===== config.mk =====
export PLATFORM = sky130hd
export DESIGN_NAME = router_pkt_gen
export DESIGN_NICKNAME = d
export VERILOG_FILES = /design/src/rtl/router_pkt_gen.sv
export SDC_FILE = /design/constraint.sdc
export NUM_CORES = 1
export LEC_CHECK = 0
export CAP_MARGIN = 25
export CELL_PAD_IN_SITES_DETAIL_PLACEMENT = 1
export CELL_PAD_IN_SITES_GLOBAL_PLACEMENT = 2
export CORE_MARGIN = 5
export CORE_UTILIZATION = 38
export DETAILED_ROUTE_END_ITERATION = 16
export GPL_TIMING_DRIVEN = 0
export HOLD_SLACK_MARGIN = 0.15
export PLACE_DENSITY_LB_ADDON = 0.1
export SLEW_MARGIN = 20
export SYNTH_ARGS = -nofsm -noshare
export SYNTH_HDL_FRONTEND = slang
export SYNTH_SLANG_ARGS = --single-unit

===== constraint.sdc =====
create_clock -name clock -period 4.9 [get_ports clock]
set_input_delay 0.98 -clock clock [delete_from_list [all_inputs] [get_ports clock]]
set_output_delay 0.98 -clock clock [all_outputs]
set_load 0.02 [all_outputs]

===== src/rtl/router_pkt_gen.sv =====
// Packet source for router_top: header, LFSR payload and parity byte per start request,
// with every byte held while the router asserts busy.
module router_pkt_gen #(
   parameter logic [7:0]  SEED       = 8'hA5,
   parameter int unsigned GAP_CYCLES = 2,
   parameter int unsigned CNT_W      = 16
) (
   input  logic             clock,
   input  logic             reset,
   input  logic             start,
   input  logic [1:0]       addr,
   input  logic [5:0]       payload_len,
   input  logic             busy,
   output logic [7:0]       pkt_data,
   output logic             pkt_valid,
   output logic             gen_active,
   output logic             done,
   output logic             len_err,
   output logic [CNT_W-1:0] pkt_count
);

   typedef enum logic [2:0] {
      IDLE,
      HEADER,
      PAYLOAD,
      PARITY,
      GAP
   } state_t;

   // Only meaningful when GAP_CYCLES > 0; the GAP state is unreachable otherwise.
   localparam logic [3:0] GAP_LAST = 4'(GAP_CYCLES - 1);

   state_t           state_q, state_d;
   logic [7:0]       data_q, data_d;
   logic             valid_q, valid_d;
   logic             active_q, active_d;
   logic             done_q, done_d;
   logic             len_err_q, len_err_d;
   logic [CNT_W-1:0] cnt_q, cnt_d;
   logic [7:0]       lfsr_q, lfsr_d;
   logic [7:0]       par_q, par_d;
   logic [5:0]       len_q, len_d;
   logic [5:0]       bcnt_q, bcnt_d;
   logic [3:0]       gap_q, gap_d;
   logic [7:0]       lfsr_nx;

   // x^8+x^6+x^5+x^4+1, Fibonacci form shifting left.
   assign lfsr_nx = {lfsr_q[6:0], lfsr_q[7] ^ lfsr_q[5] ^ lfsr_q[4] ^ lfsr_q[3]};

   always_ff @(posedge clock or posedge reset) begin
      if (reset) begin
         state_q   <= IDLE;
         data_q    <= '0;
         valid_q   <= 1'b0;
         active_q  <= 1'b0;
         done_q    <= 1'b0;
         len_err_q <= 1'b0;
         cnt_q     <= '0;
         lfsr_q    <= SEED;
         par_q     <= '0;
         len_q     <= '0;
         bcnt_q    <= '0;
         gap_q     <= '0;
      end else begin
         state_q   <= state_d;
         data_q    <= data_d;
         valid_q   <= valid_d;
         active_q  <= active_d;
         done_q    <= done_d;
         len_err_q <= len_err_d;
         cnt_q     <= cnt_d;
         lfsr_q    <= lfsr_d;
         par_q     <= par_d;
         len_q     <= len_d;
         bcnt_q    <= bcnt_d;
         gap_q     <= gap_d;
      end
   end

   always_comb begin
      state_d   = state_q;
      data_d    = data_q;
      valid_d   = valid_q;
      done_d    = 1'b0;
      len_err_d = 1'b0;
      cnt_d     = cnt_q;
      lfsr_d    = lfsr_q;
      par_d     = par_q;
      len_d     = len_q;
      bcnt_d    = bcnt_q;
      gap_d     = gap_q;

      unique case (state_q)
         IDLE: begin
            if (start) begin
               if (payload_len != 6'd0) begin
                  len_d   = payload_len;
                  data_d  = {payload_len, addr};
                  par_d   = {payload_len, addr};
                  valid_d = 1'b1;
                  state_d = HEADER;
               end else begin
                  len_err_d = 1'b1;
               end
            end
         end
         HEADER: begin
            if (!busy) begin
               data_d  = lfsr_q;
               par_d   = par_q ^ lfsr_q;
               lfsr_d  = lfsr_nx;
               bcnt_d  = 6'd1;
               state_d = PAYLOAD;
            end
         end
         PAYLOAD: begin
            if (!busy) begin
               if (bcnt_q < len_q) begin
                  data_d = lfsr_q;
                  par_d  = par_q ^ lfsr_q;
                  lfsr_d = lfsr_nx;
                  bcnt_d = bcnt_q + 6'd1;
               end else begin
                  data_d  = par_q;
                  valid_d = 1'b0;
                  state_d = PARITY;
               end
            end
         end
         PARITY: begin
            if (!busy) begin
               data_d  = '0;
               done_d  = 1'b1;
               cnt_d   = cnt_q + CNT_W'(1);
               gap_d   = '0;
               state_d = (GAP_CYCLES == 0) ? IDLE : GAP;
            end
         end
         GAP: begin
            if (gap_q == GAP_LAST) state_d = IDLE;
            else                   gap_d   = gap_q + 4'd1;
         end
         default: state_d = IDLE;
      endcase

      active_d = (state_d != IDLE);
   end

   assign pkt_data   = data_q;
   assign pkt_valid  = valid_q;
   assign gen_active = active_q;
   assign done       = done_q;
   assign len_err    = len_err_q;
   assign pkt_count  = cnt_q;

endmodule


### Word-level counts from Yosys, hierarchy flattened

Cells that the tools add are included.

| operators by class | value |
|---|---|
| mux-type cells | 40 |
| reductions and logical operators | 15 |
| equality and inequality tests | 13 |
| $add $sub $neg | 3 |
| bitwise logic cells | 5 |
| $lt $le $gt $ge | 1 |

Operator list:

| kind | count |
|---|---|
| $mux 8 | 12 |
| $pmux 8 s4 | 1 |
| $pmux 8 s3 | 1 |
| $mux 3 | 7 |
| $mux 6 | 3 |
| $add 16x1->16 const B | 1 |
| $ne 2x2->1 const B | 8 |
| $pmux 8 s2 | 1 |
| $pmux 3 s5 | 1 |
| $pmux 6 s2 | 1 |
| $reduce_and 6->1 | 2 |
| $mux 1 | 9 |
| $mux 4 | 2 |
| $pmux 4 s2 | 1 |
| $xor 8x8->8 | 1 |
| $add 6x1->6 const B | 1 |
| $eq 3x2->1 const B | 2 |
| $lt 6x6->1 | 1 |
| $reduce_and 3->1 | 2 |
| $reduce_bool 2->1 | 3 |
| $reduce_bool 3->1 | 2 |
| $reduce_bool 6->1 | 1 |
| $reduce_and 5->1 | 1 |
| $add 4x1->4 const B | 1 |
| 10 further kinds | 12 |

| storage, ports and cells | value |
|---|---|
| output and inout port bits | 28 |
| word-level logic and storage cells | 89 |
| input port bits | 12 |
| register bits after elaboration | 63 |

### Longest topological paths before layout

| logic depth | value |
|---|---|
| word-level depth | 6 |
| depth in mapped cells | 8 |
| depth with buffers taken out | 7 |

### Worst setup path before layout

OpenSTA, ideal clock, no wires.

| timing path | value |
|---|---|
| kind | input to register |
| from | input busy |
| to | register data_q[5], in the netlist pkt_data[5] |
| arrival | 2136 ps |
| setup slack | 2678 ps |
| path buffers | 2 |
| setup time | 86 ps |
| cell stages on the path | 5 |
| required time | 4814 ps |
| path through | clkbuf_1 -> nor3_1 -> clkbuf_1 -> o21ai_0 -> a32oi_1 |

| between the ends | value |
|---|---|
| longest elaborated chain between the ends | 2 |
| elaborated cells on any way between the ends | 4 |
| classes of those cells | eq/ne (3); reduce/logical (1) |

Ends and longest elaborated chain:

| element | RTL line | text |
|---|---|---|
| start: declaration | 13 | `input logic busy,` |
| $ne 2x2->1 (no source line) | n/a |  |
| $reduce_and 6->1 (no source line) * | n/a |  |
| end signal: assignment | 66 | `data_q <= data_d;` |
| end: declaration | 34 | `logic [7:0] data_q, data_d;` |

Mark *: on every way between the ends. The rest lies on a longest branch, timed or not.
A chain may end at the register's enable or synchronous reset.

### Worst setup path in the final report

| timing path | value |
|---|---|
| from | input busy |
| to | register data_q[6], in the netlist pkt_data[6] |

Same word-level chain as after synthesis.

==> qor.txt <==
DPL Wire Length -> 6.198 mm
Clk sink count -> 63
N_diodes -> 0
Clk_skew -> 9.520 ps
Final Hold Viols -> 0
Synth-to-layout area growth -> 24.21%
Crit-path most repeated cell -> clkbuf_1
Critical path fanouts, max -> 10
Worst hold path type -> reg -> reg
Post-CTS Setup Repair Bufs -> 0
Largest family of logic cells by synthesized area -> simple AND/OR/NAND/NOR gates
Clk pin slew, worst setup/hold paths -> 70 ps
Endpoints failing setup -> 0
Routed via count -> 2,580
First-pass GRT wire length -> 14.41 mm
Seq cells post-synth -> 63
Final Util -> 48.50%
DRT iter0 DRCs -> 58
Asr flop ratio synth -> 100.0%
Area of the multi-input gates -> 0.001531 mm^2
Drt drc -> 0
NetSw -> 1.023 mW
Outcome -> finished, final reports clean
RSZ-0062 raised after global routing -> no
Crit path arrival time -> 3470 ps
Wire per inst -> 18.30 um
CORE AREA -> 0.008258 mm^2
Ys flop type -> dfrtp_1
P_leak -> 1.676 nW
Critical Path RT -> 5140 ps
Netlist cell types -> 51
Total CTS buffers -> 9
Slowest stage delay, CP -> 880 ps
Total Routing Usage GR -> 18.06%
# hold bufs at CTS -> 0
Achievable frequency -> 310.2 MHz
CP bufs+invs -> 3
RD Place Congestion -> 0.7766
EDFF count, synth -> 0
DIE WIDTH -> 102.1 um
Yosys warning count -> 0
Storage cell area -> 0.001582 mm^2
FP Rows -> 33
Sw Ratio -> 40.82%
VDD IR-drop max -> 0.0003353 V
Synth Area in Adders -> 3.492%
Largest net degree at the start of global routing -> 42
Multiplexer share of the synthesized area -> 4.424%
Filler cell count -> 931
Setup TNS -> 0 ps
Chip height -> 102.1 um
Simple-Gate Fraction of Synth Area -> 18.55%
Post-synthesis xor/xnor area fraction -> 5.433%
Io pins -> 40
Initial antenna violation count -> 0
Critical path's slowest cell -> nor3_1
Design Area, Final -> 0.004005 mm^2
Tmin final -> 3224 ps
Seq/Total Area, Yosys -> 49.05%
Pwr Total -> 2.506 mW
Post-synthesis average cell area -> 10.24 um^2
Int Pwr -> 1.483 mW
Startpoint Class -> primary input
Worst path top cell family by delay -> buffers and inverters
Power Density -> 625.6 mW/mm^2
Comb power frac -> 46.4%
Gate Count Post-Synth -> 315
TritonCTS clock tree -> yes
Via density -> 5.420
Setup crit end kind -> register
Worst-Skew Late Latency -> 340 ps
Starting density of the core -> 39.05%
Post-Syn Area -> 0.003224 mm^2
Crit Path Category -> in -> reg
Post-synthesis compound-gate area fraction -> 15.60%
Tightest Pin Transition -> 1082 ps
Slew Limit Fails -> 0
Rel. slew slack -> 27.89%
Post-route ant nets -> 0
1st-pass router iterations -> 4
CTS HTree Levels -> 3
Most frequent cells in the layout -> dfrtp_1, clkdlybuf4s50_1, o21ai_0, nand3_1, nor2_1
Clock Path Buffers -> 2
DIE AREA -> 0.01043 mm^2
Seq pwr share -> 32.0%
PortBufs -> 39
NumNets Final -> 387
Crit path cell chain -> clkdlybuf4s50_1 > clkbuf_1 > nor3_1 > clkbuf_1 > o21ai_0 > a32oi_1
Layout cell share with drive strength beyond 1 -> 13.21%
CTS Root Buffer Type -> clkbuf_8
Clock power frac -> 21.6%
R2R setup slack -> 2540 ps
Post-Route WL -> 8.709 mm
Vias in the first global route -> 2,801
Synthesized Nets -> 336
Max-cap viol count -> 0
Commonest non-fill, non-tap cell in the layout -> dfrtp_1
Total gr overflow -> 0
Fin crit share -> 65.79%
Dpl cell area -> 0.003769 mm^2
CTS-repair resized insts -> 0
==> cell usage after synthesis, types with 7 or more instances <==
master,count,share of area [%]
a211oi_1,8,1.9
a2bb2oi_1,8,2.2
a32oi_1,7,1.9
dfrtp_1,59,46
ha_1,9,3.5
inv_1,11,1.3
mux2_2,9,3.1
nand2_1,24,2.8
nand3_1,29,4.5
nor2_1,25,2.9
o21ai_0,29,4.5
xnor2_1,14,3.8
==> power by group through the flow <==
stage                     clock, mW  combinational [mW]  sequential (mW)
final                         0.541                1.16            0.802
after global routing          0.586                1.29            0.821
after CTS                     0.558                1.18            0.802
after detailed placement          0                1.17            0.811
after global placement            0                1.15            0.804
after floorplan                   0               0.725            0.849
==> worst paths after layout <==
check                               from             to  cells after the start
max                                 busy    pkt_data[6]                      6
min                        pkt_count[15]  pkt_count[15]                      1
max reg2reg                   state_q[2]    pkt_data[6]                      5
min reg2reg                pkt_count[15]  pkt_count[15]                      1
max in group asynchronous          reset      lfsr_q[2]                      3
min in group asynchronous          reset       gap_q[2]                      2
==> final cells by class <==
cell class	count	share of cell area, %
Timing Repair Buffer	40	10.25
Buffer	13	1.749
Clock buffer	10	3.186
Inverter	11	1.093
Sequential cell	63	39.49
Tap cell	105	3.280
Multi-Input combinational cell	228	38.24
Clock inverter	6	2.718
==> logic make-up (layout without fill, tap and decap cells) <==
| family | count (synthesis) | count (layout) |
|---|---|---|
| and+or+nand+nor | 115 | 115 |
| adders and majority gates | 9 | 9 |
| buffers and inverters | 24 | 80 |
| DFF | 63 | 63 |
| muxes | 13 | 13 |
| AOI/OAI and AO/OA | 71 | 71 |
| xor gates and xnor gates | 20 | 20 |
==> metrics by stage <==
step / setup slack [ps] / hold slack, ps / cells
floorplan: 2357 / 446.9 / 315
global placement: 1091 / 464.9 / 459
detailed placement: 1329 / 476.2 / 460
global route: 1525 / 524.6 / 476
finish: 1676 / 484.7 / 476
CTS: 1677 / 486.9 / 476
==> flip-flops by register name, indices dropped and copies added, names as in the netlist <==
register,flops
bcnt_q,6
lfsr_q,8
pkt_valid,1
pkt_count,16
len_q,6
gen_active,1
gap_q,4
pkt_data,8
state_q,3
done,1
len_err,1
par_q,8
==> layer usage <==
| metal | share of wire [%] | wire [um] | track usage, % | vias to the layer above |
|---|---|---|---|---|
| met3 | 4.5 | 395 | 4.642 | 9 |
| met5 | 0 | 0 | 0 | - |
| met1 | 48 | 4140 | 23.41 | 1281 |
| met2 | 46 | 4044 | 29.14 | 47 |
| met4 | 1.5 | 128 | 6.761 | 0 |
| li1 | - | - | - | 1243 |
Note: power is estimated with default switching activity, not from simulation.
